**src/rtl/bcd_mod_counter_pkg.sv**
```systemverilog
`default_nettype none
// ============================================================================
// Module   : bcd_mod_counter_pkg
// Brief    : Shared constants and helpers for the BCD modulo-N counters
//            used in the time-of-day clock datapath.
// Revision : 1.0 - initial release
// ============================================================================
package bcd_mod_counter_pkg;

  // Width and largest legal value of one BCD digit
  localparam int              BCD_W   = 4;
  localparam logic [BCD_W-1:0] BCD_MAX = 4'd9;

  // Standard moduli for the time-of-day chain
  localparam int MOD_SEC  = 60;
  localparam int MOD_MIN  = 60;
  localparam int MOD_HOUR = 24;

  // Widest counter the constant generator below can describe
  localparam int MAX_DIGITS = 8;

  // Convert a binary integer to packed BCD, digit 0 in the low nibble.
  // Used at elaboration time to build the terminal-count constant.
  function automatic logic [BCD_W*MAX_DIGITS-1:0] to_bcd(input int unsigned value);
    logic [BCD_W*MAX_DIGITS-1:0] r;
    int unsigned                 v;
    r = '0;
    v = value;
    for (int i = 0; i < MAX_DIGITS; i++) begin
      r[BCD_W*i +: BCD_W] = BCD_W'(v % 10);
      v = v / 10;
    end
    return r;
  endfunction

endpackage
`default_nettype wire

```
**src/rtl/bcd_mod_counter_digit.sv**
```systemverilog
`default_nettype none
// ============================================================================
// Module   : bcd_mod_counter_digit
// Brief    : One BCD digit of the modulo counter. Increments or decrements
//            when its carry/borrow input is set, or loads a value supplied by
//            the top level (parallel load, illegal-load clear, modulus wrap).
// Revision : 1.0 - initial release
// ============================================================================
module bcd_mod_counter_digit
  import bcd_mod_counter_pkg::*;
(
  input  logic             CP,
  input  logic             nCLR,
  input  logic             i_ci,   // carry-in (up) / borrow-in (down)
  input  logic             i_up,
  input  logic             i_ld,   // load i_d, overrides counting
  input  logic [BCD_W-1:0] i_d,
  output logic [BCD_W-1:0] o_q,
  output logic             o_co    // carry-out (up) / borrow-out (down)
);

  logic [BCD_W-1:0] r_q;
  logic [BCD_W-1:0] w_next;

  // Next digit value when counting: roll 9->0 up, 0->9 down
  always_comb begin
    w_next = r_q;
    if (i_up) begin
      if (r_q >= BCD_MAX) w_next = '0;
      else                w_next = r_q + 4'd1;
    end else begin
      if (r_q == '0)      w_next = BCD_MAX;
      else                w_next = r_q - 4'd1;
    end
  end

  // Digit register: load has priority over counting, otherwise hold
  always_ff @(posedge CP or negedge nCLR) begin
    if (!nCLR)     r_q <= '0;
    else if (i_ld) r_q <= i_d;
    else if (i_ci) r_q <= w_next;
  end

  // The next digit only moves when this one rolls over in the count direction
  assign o_co = i_ci & (i_up ? (r_q == BCD_MAX) : (r_q == '0));
  assign o_q  = r_q;

endmodule
`default_nettype wire

```
**src/rtl/bcd_mod_counter.sv**
```systemverilog
`default_nettype none
// ============================================================================
// Module   : bcd_mod_counter
// Brief    : Parametrised multi-digit BCD modulo-N up/down counter with
//            synchronous range-checked load and cascade terminal-count output.
//            Chain CO -> EN of the next stage to build wider counters.
// Revision : 1.0 - initial release
// ============================================================================
module bcd_mod_counter
  import bcd_mod_counter_pkg::*;
#(
  parameter int DIGITS  = 2,
  parameter int MODULUS = MOD_SEC
)(
  input  logic                  CP,
  input  logic                  nCLR,
  input  logic                  EN,
  input  logic                  UP,
  input  logic                  LD,
  input  logic [BCD_W*DIGITS-1:0] D,
  output logic [BCD_W*DIGITS-1:0] Q,
  output logic                  CO,
  output logic                  ERR
);

  localparam int QW = BCD_W * DIGITS;

  // MODULUS-1 as a BCD constant; wrap target when counting down and the
  // upper bound for the load range check
  localparam logic [BCD_W*MAX_DIGITS-1:0] c_max_all = to_bcd(MODULUS - 1);
  localparam logic [QW-1:0]               c_max     = c_max_all[QW-1:0];

  logic [QW-1:0]     w_q;
  logic [DIGITS-1:0] w_dig_ok;
  logic              w_ld_legal;
  logic              w_term;
  logic              w_wrap;
  logic              w_dig_ld;
  logic [QW-1:0]     w_ld_val;
  logic [DIGITS:0]   w_carry;
  logic              w_unused_carry;
  logic              r_err;

  // Per-digit BCD validity of the load value
  genvar gi;
  generate
    for (gi = 0; gi < DIGITS; gi++) begin : g_dig_chk
      assign w_dig_ok[gi] = (D[BCD_W*gi +: BCD_W] <= BCD_MAX);
    end
  endgenerate

  // With every digit valid, comparing the BCD strings as unsigned numbers
  // orders them the same as their decimal values
  assign w_ld_legal = (&w_dig_ok) & (D <= c_max);

  // Terminal value in the current direction, checked on the whole value
  // rather than per digit (e.g. 19 -> 20 is an ordinary carry for mod 24)
  assign w_term = UP ? (w_q == c_max) : (w_q == '0);
  assign CO     = EN & w_term;

  // A modulus wrap is forced through the digit load path
  assign w_wrap   = ~LD & EN & w_term;
  assign w_dig_ld = LD | w_wrap;

  // Value presented on the digit load path: legal D, zero for an illegal
  // load or an upward wrap, MODULUS-1 for a downward wrap
  always_comb begin
    w_ld_val = '0;
    if (LD) begin
      if (w_ld_legal) w_ld_val = D;
    end else if (!UP) begin
      w_ld_val = c_max;
    end
  end

  // Ripple carry/borrow enable through the digits; load overrides counting
  assign w_carry[0] = EN & ~LD;

  generate
    for (gi = 0; gi < DIGITS; gi++) begin : g_digit
      bcd_mod_counter_digit u_digit (
        .CP   (CP),
        .nCLR (nCLR),
        .i_ci (w_carry[gi]),
        .i_up (UP),
        .i_ld (w_dig_ld),
        .i_d  (w_ld_val[BCD_W*gi +: BCD_W]),
        .o_q  (w_q[BCD_W*gi +: BCD_W]),
        .o_co (w_carry[gi+1])
      );
    end
  endgenerate

  // Carry out of the top digit is superseded by the whole-value wrap
  assign w_unused_carry = w_carry[DIGITS];

  // Error flag: set for exactly the cycle following an illegal load
  always_ff @(posedge CP or negedge nCLR) begin
    if (!nCLR) r_err <= 1'b0;
    else       r_err <= LD & ~w_ld_legal;
  end

  assign Q   = w_q;
  assign ERR = r_err;

endmodule
`default_nettype wire

```
**config.mk**
```make
export PLATFORM = sky130hd
export DESIGN_NAME = bcd_mod_counter
export DESIGN_NICKNAME = d
export VERILOG_FILES = /design/src/rtl/bcd_mod_counter_pkg.sv /design/src/rtl/bcd_mod_counter_digit.sv /design/src/rtl/bcd_mod_counter.sv
export SDC_FILE = /design/constraint.sdc
export NUM_CORES = 1
export LEC_CHECK = 0
export CAP_MARGIN = 20
export CELL_PAD_IN_SITES_DETAIL_PLACEMENT = 1
export CELL_PAD_IN_SITES_GLOBAL_PLACEMENT = 1
export CORE_ASPECT_RATIO = 1.25
export CORE_MARGIN = 2
export CORE_UTILIZATION = 30
export CTS_BUF_LIST = sky130_fd_sc_hd__clkbuf_8
export DETAILED_ROUTE_END_ITERATION = 8
export GPL_TIMING_DRIVEN = 1
export PLACE_DENSITY_LB_ADDON = 0.25
export SLEW_MARGIN = 25
export SYNTH_ARGS = -nofsm -noshare
export SYNTH_HDL_FRONTEND = slang
export SYNTH_SLANG_ARGS = --single-unit
```
**constraint.sdc**
```tcl
create_clock -name CP -period 2.45 [get_ports CP]
set_input_delay 0.49 -clock CP [delete_from_list [all_inputs] [get_ports CP]]
set_output_delay 0.49 -clock CP [all_outputs]
set_load 0.01 [all_outputs]
```
==> results of run 1 <==
==> per-layer routing <==
layer	GRT usage, %	up-vias	share of wire, %
met1	20.1	511	40
met5	0	-	0
met2	37.5	18	57
met4	5.00	0	0.26
met3	1.55	2	2.4
li1	-	498	-
==> through the flow <==
step	hold slack [ps]	worst slack [ps]
finish	586	179
global route	633	31.0
CTS	610	177
detailed placement	627	-151
global placement	606	-91.9
floorplan	194	574
==> worst max path at each step <==
stage	depth (start not counted)	slack (ps)	end
after global placement	6	-90	CO
final	6	180	CO
after global routing	7	30	CO
after floorplan	6	570	CO
after detailed placement	6	-150	CO
after CTS	6	180	CO
==> power groups by stage <==
stage               Sequential [mW]  Clock (mW)  Combinational (mW)
global route                  0.185       0.187               0.345
finish                        0.183       0.175               0.311
detailed placement            0.185           0               0.313
global placement              0.184           0               0.304
CTS                           0.183       0.180               0.315
floorplan                     0.197           0               0.167
==> layout make-up <==
cell class	instances	area, um2
sequential	9	225
clock buffer	3	41.3
tap	37	46.3
timing repair buffer	38	339
clock inverter	1	3.75
multi-input combinational	93	669
fill	390	1790
inverter	5	18.8
==> registers in the layout, summed over array words and instances (netlist names) <==
register,cells
ERR,1
g_digit.u_digit.o_q,8
==> logic make-up (layout without fill, tap and decap cells) <==
group | after synthesis | after routing | share of synthesized area [%]
buf+inv | 12 | 47 | 8.16
flops | 9 | 9 | 23.3
simple gates | 43 | 43 | 25.9
mux | 1 | 1 | 2.33
fa+ha+maj | 8 | 8 | 10.4
xor+xnor | 1 | 1 | 0.907
compound gates | 40 | 40 | 29.0
==> cell usage in the layout (no fill, tap or decap), types with 2 or more instances in the layout <==
| master | Yosys | final |
|---|---|---|
| a311oi_1 | 2 | 2 |
| ha_1 | 8 | 7 |
| nor3b_1 | 3 | 3 |
| a211oi_1 | 2 | 2 |
| nand2_1 | 3 | 3 |
| nand3_1 | 6 | 6 |
| nor2b_1 | 4 | 4 |
| dfrtp_1 | 9 | 9 |
| a31oi_1 | 3 | 3 |
| a21oi_1 | 7 | 7 |
| o21ai_0 | 7 | 7 |
| inv_1 | 5 | 6 |
| clkdlybuf4s50_1 | 0 | 21 |
| clkbuf_8 | 1 | 3 |
| o21ai_1 | 2 | 2 |
| nor3_1 | 4 | 3 |
| o21a_1 | 2 | 2 |
| nor2_1 | 10 | 10 |
| nand2b_1 | 3 | 3 |
| o211ai_1 | 2 | 2 |
| buf_4 | 2 | 16 |
| and3_1 | 3 | 3 |
==> flow_summary_export.csv, run 1 <==
group,metric,value,unit
placed_design,dpl-instance-area,0.00129,mm2
timing,maxSlewHeadroom,65.2,%
placed_design,placed_cells,182,
setup_path,max_stage_delay,540,ps
logic_synthesis,synth_warnings,0,
floorplan,dieHeight,67.4,um
logic_synthesis,yosys-top-cells-area,"dfrtp_1, ha_1, nor2_1",
clocking,cts-root-buf,"clkbuf_8",
route,drt_iter0_drc,14,
placed_design,portBuffers,22,
timing,max_freq,0.440,GHz
placed_design,dp.final_hpwl,2460,um
route,drt-pass1-iter-count,4,
logic_synthesis,yosysMostFrequentCell,"nor2_1",
floorplan,core,0.00314,mm2
logic_synthesis,synth_ff_type,"dfrtp_1",
timing,min_period,2270,ps
timing,tns,0,ps
setup_path,cp.arrival,1780,ps
global_routing,grt_usage,18.9,%
run_status,status,"complete, no violations",
setup_path,required,1960,ps
setup_path,critPathTopFamily,"buffers and inverters",
logic_synthesis,ys_async_sr_fraction,100,%
timing,worst_pin_slew,509,ps
clocking,clk_pin_slew,50,ps
placed_design,place.gp.congestion,0.811,
global_routing,antenna_found_initial,0,
logic_synthesis,syn_avg_cell_area,8.47,um2
pwr,p_seq_share,27.3,%
cells_and_area,final_cells,186,
setup_path,path_class,"in2out",
global_routing,grt_overflow_total,0,
logic_synthesis,synth_fp_nets,135,
floorplan,initial_core_util,30.8,%
route,wl_per_cell,16.3,um
logic_synthesis,yosysSeqAreaShare,23.3,%
timing,fin_worst_skew,6.77,ps
clocking,clk_path_buf_depth,2,
route,drc,0,
flow_run,drv_cap,0,
setup_path,path_cells,"clkdlybuf4s50_1 -> nand2_1 -> nor4_2 -> a21oi_1 -> nor2b_1 -> dlygate4sd2_1",
setup_path,cp-start-kind,"input pin",
setup_path,timing.critical_path.from,"UP",
cells_and_area,diodes,0,
timing,final-setup-viol-count,0,
cells_and_area,final_area,0.00134,mm2
setup_path,r2r-end,"g_digit[0].u_digit.o_q[0]",
cells_and_area,post-route-util,42.8,%
route,routed_wl,3030,um
timing,hold_viol_final,0,
pwr,p_per_area,498,mW/mm2
pwr,power_frac_clock,26.2,%
logic_synthesis,synth_top_area_share,23.3,%
clocking,cts_setup_buffers,0,
logic_synthesis,syn_inst,114,
clocking,cts-buffers-inserted,3,
logic_synthesis,synth.distinct_cells,46,
floorplan,fp-row-count,23,
pwr,total_power,0.669,mW
pwr,p_leak,0.550,nW
setup_path,r2r_cells,8,
clocking,worstSkewPairLatency,230,ps
global_routing,grt_max_degree,13,
clocking,tritoncts,"built",
worst_hold_path,hold_path_class,"in2async",
pwr,intPower,0.433,mW
clocking,cts_sinks,9,
setup_path,end_kind,"output port",
setup_path,crit_buf_inv,2,
setup_path,r2r_setup_slack,440,ps
pwr,swShare,35.3,%
pwr,ir_worst_vdd,0.279,mV
setup_path,reg2reg_from,"g_digit[1].u_digit.o_q[0]",
logic_synthesis,synth_edf_count,0,
route,ant_nets,0,
clocking,cts_resized,3,
timing,final-max-slew-violation-count,0,
timing,period_share,92.7,%
logic_synthesis,ys_top_cells_by_count,"nor2_1, dfrtp_1, ha_1",
pwr,power.net_switching,0.236,mW
floorplan,top_level_ports,23,
logic_synthesis,yosys.area.top_type,"dfrtp_1",
global_routing,grt_pass1_wl,5060,um
global_routing,grt_pass1_vias,1122,
logic_synthesis,synth-seq-cells,9,
setup_path,crit_slowest_cell,"clkdlybuf4s50_1",
cells_and_area,syn2layout_area_growth,39.1,%
logic_synthesis,netlist_area,966,um2
setup_path,cp_max_fo,4,
route,viasPerCell,5.53,
floorplan,dieWidth,54.8,um
floorplan,dieArea,0.00369,mm2
cells_and_area,finish.net_count,171,
clocking,htree_levels,1,
route,via_count,1029,
pwr,combPwrFrac,46.5,%
cells_and_area,drive_gt1_share,19.5,%
timing,grt_setup_unrepaired,"false",
clocking,hold_buffers,0,
No activity file was read; power rests on OpenSTA's default activity.
==> run 2, diff against run 1 <==
Settings changed: CORE_UTILIZATION 30 to 38.
==> run 2 against run 1 <==
- die area shrank 20%
- sequential cell count unchanged
- sequential share of layout area up 0.17 points
- cell area fell by 1.0%
- combinational power is 2% lower
- worst hold slack got worse by 18 ps
- critical path depth up 1
- register-to-register slack lost 140 ps
- cell count fell by 2.7%
- clock skew down 6.0 ps
==> flow_summary_export.csv, run 2 (synthesis gave the netlist of run 1 again) <==
group,metric,value,unit
run_status,status,"complete, no violations",
setup_path,crit_buf_inv,2,
pwr,intPower,0.428,mW
setup_path,path_class,"reg2out",
placed_design,place.gp.congestion,0.827,
timing,final-setup-viol-count,0,
global_routing,grt_pass1_wl,4710,um
timing,fin_worst_skew,0.769,ps
route,drt-pass1-iter-count,4,
route,ant_nets,0,
floorplan,initial_core_util,39.8,%
clocking,tritoncts,"built",
flow_run,drv_cap,0,
placed_design,portBuffers,22,
setup_path,cp-start-kind,"flop",
floorplan,dieHeight,60.4,um
setup_path,path_cells,"buf_4 -> ha_2 -> nand3_1 -> nor4_2 -> a21oi_1 -> nor2b_1 -> dlygate4sd2_1",
route,via_count,1011,
clocking,worstSkewPairLatency,240,ps
timing,worst_pin_slew,449,ps
cells_and_area,layout_common_cells,"clkdlybuf4s50_1, buf_4, nor2_1",
global_routing,grt_overflow_total,0,
placed_design,dp.final_hpwl,2370,um
placed_design,dpl-instance-area,0.00127,mm2
route,viasPerCell,5.59,
cells_and_area,nFillCells,312,
cells_and_area,final_cells,181,
route,wl_per_cell,16.5,um
clocking,cts_sinks,9,
placed_design,placed_cells,176,
setup_path,cp.arrival,1740,ps
global_routing,grt_pass1_vias,1008,
setup_path,r2r-end,"g_digit[0].u_digit.o_q[0]",
cells_and_area,diodes,0,
pwr,total_power,0.663,mW
setup_path,r2r_cells,9,
cells_and_area,finish.net_count,170,
timing,tns,0,ps
setup_path,required,1960,ps
worst_hold_path,hold_path_class,"in2async",
route,drc,0,
floorplan,top_level_ports,23,
route,routed_wl,2990,um
floorplan,dieArea,0.00296,mm2
pwr,ir_worst_vdd,0.275,mV
cells_and_area,layout_commonest_cell,"clkdlybuf4s50_1",
cells_and_area,largest_register_ffs,8,
pwr,p_seq_share,27.9,%
global_routing,antenna_found_initial,0,
timing,max_freq,0.449,GHz
clocking,hold_buffers,0,
floorplan,fp-row-count,20,
cells_and_area,post-route-util,54.8,%
pwr,power.net_switching,0.234,mW
setup_path,r2r_setup_slack,300,ps
setup_path,crit_slowest_cell,"dfrtp_1",
clocking,cts-root-buf,"clkbuf_8",
clocking,clk_path_buf_depth,2,
setup_path,max_stage_delay,340,ps
pwr,combPwrFrac,45.9,%
setup_path,cp_max_fo,8,
pwr,power_frac_clock,26.1,%
floorplan,dieWidth,49.1,um
clocking,htree_levels,1,
cells_and_area,drive_gt1_share,19.6,%
clocking,cts-buffers-inserted,3,
pwr,p_per_area,498,mW/mm2
setup_path,critPathTopFamily,"simple AND/OR/NAND/NOR gates",
pwr,p_leak,0.547,nW
setup_path,end_kind,"output port",
clocking,clk_pin_slew,50,ps
cells_and_area,final_area,0.00133,mm2
floorplan,core,0.00243,mm2
route,drt_iter0_drc,12,
cells_and_area,syn2layout_area_growth,37.7,%
global_routing,grt_usage,21.1,%
timing,maxSlewHeadroom,70.0,%
setup_path,reg2reg_from,"g_digit[1].u_digit.o_q[0]",
pwr,swShare,35.3,%
timing,hold_viol_final,0,
timing,grt_setup_unrepaired,"false",
timing,final-max-slew-violation-count,0,
global_routing,grt_max_degree,13,
timing,period_share,91.0,%
timing,min_period,2230,ps
run 2: cell count changes in the layout (fill, tap and decap cells not counted), sizes merged:
cell	previous run	this run
buf	16	15
clkdlybuf4s50	21	20
dlygate4sd2	1	2
run 2: repair_timing:
action | CTS | global route
buffers inserted | 1 | 0
endpoints found under the setup margin | 1 | 0
gates resized for setup | 5 | 0
run 2: stage by stage:
step                      setup WS, ps  hold WS [ps]
after global placement           -92.5           619
after CTS                          220           577
after detailed placement          -180           619
after global routing              79.1           602
final                              221           568
after floorplan                    574           194
run 2: final cells by class:
type	instances	area (um2)	area share (%)
clock buffers	3	41.3	3.10
clock inverters	1	3.75	0.282
inverters	5	18.8	1.41
multi-input cells	93	669	50.3
flip-flops and latches	9	225	16.9
well taps	33	41.3	3.10
repair buffers	37	330	24.8
run 2: power groups by stage:
stage | Clock, mW | Combinational (mW) | Sequential [mW]
after floorplan | 0 | 0.167 | 0.197
after global placement | 0 | 0.293 | 0.186
after detailed placement | 0 | 0.303 | 0.187
after CTS | 0.173 | 0.307 | 0.185
after global routing | 0.178 | 0.335 | 0.188
final | 0.173 | 0.305 | 0.185
run 2: how the worst max path moves through the flow:
stage | cells past startpoint | start | endpoint | slack, ps
final | 7 | g_digit[0].u_digit.o_q[0] | CO | 220
after global routing | 7 | g_digit[1].u_digit.o_q[0] | CO | 80
after CTS | 7 | g_digit[0].u_digit.o_q[0] | CO | 220
after detailed placement | 6 | UP | CO | -180
after global placement | 6 | UP | CO | -90
after floorplan | 6 | g_digit[1].u_digit.o_q[0] | CO | 570
run 2: per-layer routing:
layer	share of wire (%)	GRT usage (%)	wire length [um]	vias up
met5	0	0	0	-
met4	2.3	9.39	68	0
met3	2.0	2.71	59	9
met2	55	42.1	1650	16
met1	41	22.3	1210	489
li1	-	-	-	497
